`src/rtl/led_bar_driver.sv`:
```
// led_bar_driver
//   Output stage after the LED bar data mux. It takes the mux's active-low
//   8-bit pattern and drives the physical LED bar pins. On top of that it
//   adds per-bit activity stretching, global PWM brightness, freeze and
//   lamp test. The output is active-low (0 = LED lit).
//
//   Optional feature macro: LED_STRETCH_EN
//     defined   : per-bit stretch counters hold a lit bit for STRETCH_CYCLES
//     undefined : no counters; the stretched pattern equals the sampled one
//
//   Ports
//     clock       in   system clock, all state on the rising edge
//     reset_n     in   asynchronous active-low reset
//     ledIn       in   [7:0] active-low LED pattern from the mux
//     brightness  in   [PWM_BITS-1:0] duty select (0 = off, all-ones = full)
//     lampTest    in   force every LED lit at full brightness
//     freeze      in   hold the currently displayed pattern
//     ledOut      out  [7:0] active-low LED pins
//
//   Pipeline: sample (r_lit) -> hold (r_hold) -> output (r_led_out), which
//   gives 3 clocks from ledIn to ledOut at full duty.
module led_bar_driver #(
    parameter int STRETCH_CYCLES = 2000000,
    parameter int PRESCALE       = 256,
    parameter int PWM_BITS       = 4
) (
    input  logic                clock,
    input  logic                reset_n,
    input  logic [7:0]          ledIn,
    input  logic [PWM_BITS-1:0] brightness,
    input  logic                lampTest,
    input  logic                freeze,
    output logic [7:0]          ledOut
);

    localparam int              PS_W    = (PRESCALE > 1) ? $clog2(PRESCALE) : 1;
    localparam logic [PS_W-1:0] PS_LAST = PS_W'(PRESCALE - 1);

    logic [7:0]          r_lit;
    logic [7:0]          r_hold;
    logic [7:0]          r_led_out;
    logic [7:0]          w_stretched;
    logic [PS_W-1:0]     r_prescale;
    logic [PWM_BITS-1:0] r_pwm_cnt;
    logic [PWM_BITS-1:0] r_duty;
    logic                w_tick;
    logic                w_pwm_on;

    // Stage 1: convert to active-high and register
    always_ff @(posedge clock or negedge reset_n) begin
        if (!reset_n) begin
            r_lit <= '0;
        end else begin
            r_lit <= ~ledIn;
        end
    end

`ifdef LED_STRETCH_EN
    localparam int               CNT_W    = $clog2(STRETCH_CYCLES);
    localparam logic [CNT_W-1:0] CNT_LOAD = CNT_W'(STRETCH_CYCLES - 1);

    logic [CNT_W-1:0] r_cnt [8];

    // Down-counters: a lit bit reloads (no accumulation), otherwise count to 0.
    // A one-cycle lit pulse yields 1 + (STRETCH_CYCLES-1) cycles of stretched.
    always_ff @(posedge clock or negedge reset_n) begin
        if (!reset_n) begin
            for (int i = 0; i < 8; i++) begin
                r_cnt[i] <= '0;
            end
        end else begin
            for (int i = 0; i < 8; i++) begin
                if (r_lit[i]) begin
                    r_cnt[i] <= CNT_LOAD;
                end else if (r_cnt[i] != '0) begin
                    r_cnt[i] <= r_cnt[i] - 1'b1;
                end
            end
        end
    end

    always_comb begin
        w_stretched = r_lit;
        for (int i = 0; i < 8; i++) begin
            if (r_cnt[i] != '0) begin
                w_stretched[i] = 1'b1;
            end
        end
    end
`else
    assign w_stretched = r_lit;
`endif

    // Hold register; the stretch counters keep running while frozen
    always_ff @(posedge clock or negedge reset_n) begin
        if (!reset_n) begin
            r_hold <= '0;
        end else if (!freeze) begin
            r_hold <= w_stretched;
        end
    end

    // PWM timebase
    assign w_tick = (r_prescale == PS_LAST);

    always_ff @(posedge clock or negedge reset_n) begin
        if (!reset_n) begin
            r_prescale <= '0;
            r_pwm_cnt  <= '0;
            r_duty     <= '0;
        end else begin
            r_prescale <= w_tick ? '0 : r_prescale + 1'b1;
            if (w_tick) begin
                r_pwm_cnt <= r_pwm_cnt + 1'b1;
                // Only latch a new duty at the period boundary so a change
                // mid-period cannot produce a truncated or doubled pulse.
                if (r_pwm_cnt == '1) begin
                    r_duty <= brightness;
                end
            end
        end
    end

    assign w_pwm_on = (r_duty == '1) || (r_pwm_cnt < r_duty);

    always_ff @(posedge clock or negedge reset_n) begin
        if (!reset_n) begin
            r_led_out <= 8'hFF;
        end else if (lampTest) begin
            r_led_out <= 8'h00;
        end else begin
            r_led_out <= ~(r_hold & {8{w_pwm_on}});
        end
    end

    assign ledOut = r_led_out;

endmodule

```
`config.mk`:
```
export PLATFORM = sky130hd
export DESIGN_NAME = led_bar_driver
export DESIGN_NICKNAME = d
export VERILOG_FILES = /design/src/rtl/led_bar_driver.sv
export SDC_FILE = /design/constraint.sdc
export NUM_CORES = 1
export LEC_CHECK = 0
export CAP_MARGIN = 5
export CORE_ASPECT_RATIO = 1.75
export CORE_MARGIN = 4
export CORE_UTILIZATION = 50
export CTS_BUF_LIST = sky130_fd_sc_hd__clkbuf_2 sky130_fd_sc_hd__clkbuf_4 sky130_fd_sc_hd__clkbuf_8
export CTS_CLUSTER_SIZE = 20
export DETAILED_ROUTE_END_ITERATION = 6
export PLACE_DENSITY = 0.78
export SETUP_SLACK_MARGIN = 0.02
export SYNTH_ARGS = -nofsm -noshare
export SYNTH_HDL_FRONTEND = slang
export SYNTH_SLANG_ARGS = --single-unit
```
`constraint.sdc`:
```
create_clock -name clock -period 1.53 [get_ports clock]
set_input_delay 0.2295 -clock clock [delete_from_list [all_inputs] [get_ports clock]]
set_output_delay 0.2295 -clock clock [all_outputs]
set_load 0.05 [all_outputs]
```
# After elaboration in Yosys (flattened, before gate mapping)
# Cells that the tools add are included.
[totals]
reg_bits = 40
out_inout_bits = 8
[classes]
n_eq_ne = 3
n_bitwise = 3
muxes = 2
order_cmp = 1
addsub = 2
reduce_logical = 2
[ops]
columns = ["operator", "count"]
rows = [
  ["two-way mux 8 bit", 2],
  ["inverter 8 bit", 2],
  ["adder 8 x 1 -> 8 bit (second input constant)", 1],
  ["AND 8 bit", 1],
  ["equality test 4 bit (second input constant)", 2],
  ["equality test 8 bit (second input constant)", 1],
  ["adder 4 x 1 -> 4 bit (second input constant)", 1],
  ["less-than comparator 4 bit", 1],
  ["AND reduction 2 bit", 1],
  ["logical OR 1 bit", 1],
]

# Longest topological paths before layout
[depth]
word_depth = 5
depth_mapped = 6
ltp_nobuf = 5

# Worst setup path after synthesis
# OpenSTA, ideal clock, no wires.
[synth_timing]
path_kind = "register to register"
start = "register r_prescale[0]"
end = "register r_duty[0]"
t_arrival_ns = 1.570
path_stages_with_launch = 7
period_less_slack_ns = 1.695
t_required_ns = 1.405
setup_slack_ns = -0.165
n_path_buf = 1
cell_sequence = "dfrtp_1 ha_1 and3_4 and3_1 buf_6 and4_4 mux2_4"
[synth_between]
elab_chain_cells = 2
[synth_lines]
columns = ["element", "line", "source"]
rows = [
  ["start, declared", "43", "logic [PS_W-1:0] r_prescale;"],
  ["start signal, assigned", "112", "r_prescale <= w_tick ? '0 : r_prescale + 1'b1;"],
  ["equality test 8 bit", "104", "assign w_tick = (r_prescale == PS_LAST);"],
  ["AND reduction 2 bit (no line)", "n/a", ""],
  ["end signal, assigned", "118", "r_duty <= brightness;"],
  ["end, declared", "45", "logic [PWM_BITS-1:0] r_duty;"],
]
# Every way passes these cells.
# A chain may end at the register's enable or synchronous reset.

# Worst setup path in the final report
[layout_timing]
start = "register r_prescale[0]"
end = "register r_duty[3]"
# Same word-level chain as after synthesis.

==> flow_metrics.py <==
metrics = {
    "pwr": {
        "netSwitchingPower_mw": 0.462,
        "p_leak_nw": 1.02,
        "p_seq_share_pct": 52.6,
        "power_density_nw_per_um2": 1000,
        "swShare_pct": 21.4,
        "ir_worst_vdd_uv": 827,
        "p_int_mw": 1.70,
        "pwr-share-clk_pct": 38.3,
        "combPwrFrac_pct": 9.1,
    },
    "clock_network": {
        "cts.path.max_buffers": 2,
        "path_clk_slew_ns": 0.08,
        "numCtsBuffers": 5,
        "clock-sinks": 40,
        "cts_root_buffer": "clkbuf_8",
        "cts_tree": "yes",
        "h-tree-depth": 2,
        "clk_latency_ns": 0.29,
    },
    "synth": {
        "synth.net_count": 140,
        "synth_top_area_share_pct": 49.9,
        "synth.distinct_cells": 25,
        "synth_compound_area_share_pct": 8.26,
        "synth_top_family_by_area": "multiplexers",
        "yosys.area_share.simple_pct": 6.70,
        "synthAdderAreaFrac_pct": 3.90,
        "netlist_instances": 119,
        "synthTopCellsByCount": "32 x dfrtp_1, 11 x inv_1, 9 x a21o_1, 9 x mux2_2",
        "async_flop_share_pct": 100,
        "syn-cell-area_sq_um": 1610,
        "synth_seq_area_share_pct": 63.0,
        "synth_area_leader_cell": "dfrtp_1",
        "synth-xor-area-share_pct": 4.36,
        "synth_top_flop_cell": "dfrtp_1",
        "synth_mux_area_share_pct": 10.1,
        "synth.most_common_cell": "dfrtp_1",
        "syn_area_per_cell_sq_um": 13.5,
        "yosys_warnings": 0,
        "yosys_register_bits": 40,
        "synthTopCellsByArea": "dfrtp_1 50%, dfstp_2 13%, mux2_2 6.3%",
        "synth-edff-count": 0,
    },
    "drt": {
        "drt_iter0_drc": 32,
        "firstDrtPassIters": 4,
        "avgRoutedWirePerCell_um": 13.9,
        "drtAntennaViolNets": 0,
        "vias": 1016,
        "drc": 0,
        "wl_um": 2790,
        "vias_per_cell": 5.05,
    },
    "status": {
        "violations": "negative setup slack",
        "outcome": "finished with violations",
    },
    "setup_path": {
        "startpoint_type": "register",
        "worstReg2RegEnd": "r_duty[3]$_DFFE_PN0P_",
        "worstSetupEndpointType": "register",
        "cpMostUsedCell": "and3_4",
        "crit_chain": "ha_2 -> and3_4 -> and3_4 -> and4_4 -> mux2_4",
        "reg2reg_slack_ns": -0.07,
        "crit_arrival_ns": 1.78,
        "cp_slowest_cell": "dfrtp_1",
        "crit_fanout": 4,
        "critical_path_class": "register to register",
        "r2r_cells": 5,
        "required_ns": 1.71,
        "reg2reg_from": "r_prescale[0]$_DFF_PN0_",
        "critPathMaxStageDelay_ns": 0.37,
    },
    "cells_and_area": {
        "drive_above_1_share_pct": 34.8,
        "num-fill-cells": 222,
        "fin_nets": 178,
        "stdcell_count": 201,
        "num_antenna_cells": 0,
        "areaGrowthSynthToFinish_pct": 34.5,
        "fin_util_pct": 69.5,
    },
    "place": {
        "portBuffers": 23,
        "gp_congestion": 0.741,
        "post-place-ws_ns": -0.0591,
        "dp.cells": 190,
        "dpl.hpwl_um": 2190,
    },
    "global_route": {
        "grt_antenna_before_repair": 0,
        "track_usage_pct": 15.1,
        "grt_overflow": 0,
        "top_usage_layer": "met2",
        "use_met2_pct": 25.7,
        "grt_pass1_wl_um": 4730,
        "gr-usage-met3_pct": 4.67,
        "grt_pass1_vias": 1082,
        "use_met1_pct": 15.3,
        "grt_max_degree": 17,
    },
    "timing": {
        "finalHoldViolCount": 0,
        "worst_slack_ns": -0.0733,
        "hold-worst-slack_ns": 0.376,
        "finClkSkew_ns": 0.00905,
        "period_minus_slack_ns": 1.60,
        "fmax_ghz": 0.624,
        "slew_violations": 0,
        "rsz0062_at_grt": "true",
        "worst_pin_slew_ns": 0.475,
        "finalSetupViolCount": 4,
        "period_share_pct": 105,
        "setup_tns_ns": -0.264,
        "slew_headroom_pct": 68.2,
    },
    "floorplan": {
        "die-area_sq_um": 4220,
        "die_h_um": 83.0,
        "ios": 24,
        "start_util_pct": 51.7,
        "die_w_um": 50.8,
        "core-area_sq_um": 3110,
        "rows": 27,
    },
    "run": {
        "cap_violations": 0,
    },
    "worst_hold_path": {
        "hold_class": "primary input to asynchronous set/reset pin",
    },
}
==> kinds of logic (layout without fill, tap and decap cells) <==
logic type,after synthesis,in the layout
flip-flops,40,40
multiplexers,13,13
AO/OA/AOI/OAI,20,20
AND/OR/NAND/NOR,19,19
XOR/XNOR,8,8
adder cells (fa/ha/maj),5,5
buffers and inverters,14,53
==> final cells by class <==
class,instances,area (sq um),share of cell area [%]
flip-flops and latches,40,1010,46.8
multi-input cells,65,552,25.6
repair buffers,34,390,18.1
clock buffers,5,68.8,3.19
well taps,43,53.8,2.49
clock inverters,3,42.5,1.97
inverters,11,41.3,1.91
==> through the flow <==
step | power, mW | cell area, sq um
floorplan | 1.23 | 1610
finish | 2.16 | 2160
CTS | 2.19 | 2130
global route | 2.24 | 2160
global placement | 1.34 | 2010
detailed placement | 1.36 | 2010
==> sequential cells by signal, indices dropped and copies added (netlist names) <==
name,cells
r_lit,8
r_hold,8
ledOut,8
r_pwm_cnt,4
r_prescale,8
r_duty,4
==> power by group through the flow <==
stage / sequential (mW) / combinational [mW] / clock, mW
floorplan: 1.18 / 0.0456 / 0
global placement: 1.15 / 0.192 / 0
detailed placement: 1.16 / 0.199 / 0
CTS: 1.14 / 0.201 / 0.853
global route: 1.14 / 0.211 / 0.881
finish: 1.14 / 0.197 / 0.827
==> worst max path at each step <==
stage | startpoint | to | slack [ns]
after floorplan | r_prescale[0]$_DFF_PN0_ | r_duty[0]$_DFFE_PN0P_ | -0.16
after global placement | r_prescale[1]$_DFF_PN0_ | r_duty[1]$_DFFE_PN0P_ | 0.006
after detailed placement | r_prescale[1]$_DFF_PN0_ | r_duty[1]$_DFFE_PN0P_ | -0.06
after CTS | r_prescale[0]$_DFF_PN0_ | r_duty[3]$_DFFE_PN0P_ | -0.06
after global routing | r_prescale[0]$_DFF_PN0_ | r_duty[3]$_DFFE_PN0P_ | -0.10
final | r_prescale[0]$_DFF_PN0_ | r_duty[3]$_DFFE_PN0P_ | -0.07
==> cells in the final DEF, fill, tap and decap left out <==
master	netlist	routed
ha_1	5	4
bufinv_16	0	1
a31oi_1	8	8
buf_2	0	1
dfstp_2	8	8
xor2_1	5	5
xnor2_1	3	3
inv_1	11	11
nand2_1	5	5
and3_4	1	2
and4_2	1	1
nor3_2	0	1
buf_4	0	10
o21ai_0	2	2
and3_1	2	1
clkbuf_8	0	5
ha_2	0	1
nand3_1	3	2
and4_4	1	1
nand3_2	0	1
dfrtp_1	32	32
mux2_4	4	4
clkdlybuf4s50_1	0	14
clkinvlp_4	0	1
buf_12	0	8
dlygate4sd3_1	0	1
nand4_1	1	1
a21oi_1	1	1
a21o_1	9	9
clkinv_2	0	1
mux2_2	9	9
nand2b_1	1	1
nor2_1	3	3
==> per-layer routing <==
layer / part of all wire, % / up-vias / wire (um)
met5: 0 / - / 0
met4: 3.5 / 0 / 98
met3: 5.1 / 11 / 143
met2: 55 / 28 / 1530
met1: 37 / 498 / 1020
li1: - / 479 / -
==> worst max-delay path, delay by kind of cell, from the launching register on <==
family	cells	cell delay [ns]
fa+ha+maj	1	0.19
flops	1	0.37
mux	1	0.31
simple gates	3	0.63
==> repair_timing <==
item | CTS | global route
gates resized for setup | 0 | 4
buffers inserted | 1 | 1
endpoints found under the setup margin | 4 | 13
hold endpoints to repair | 14 | 0
pin swaps | 0 | 1
hold buffers | 1 | 0
No activity file was read; power rests on OpenSTA's default activity.
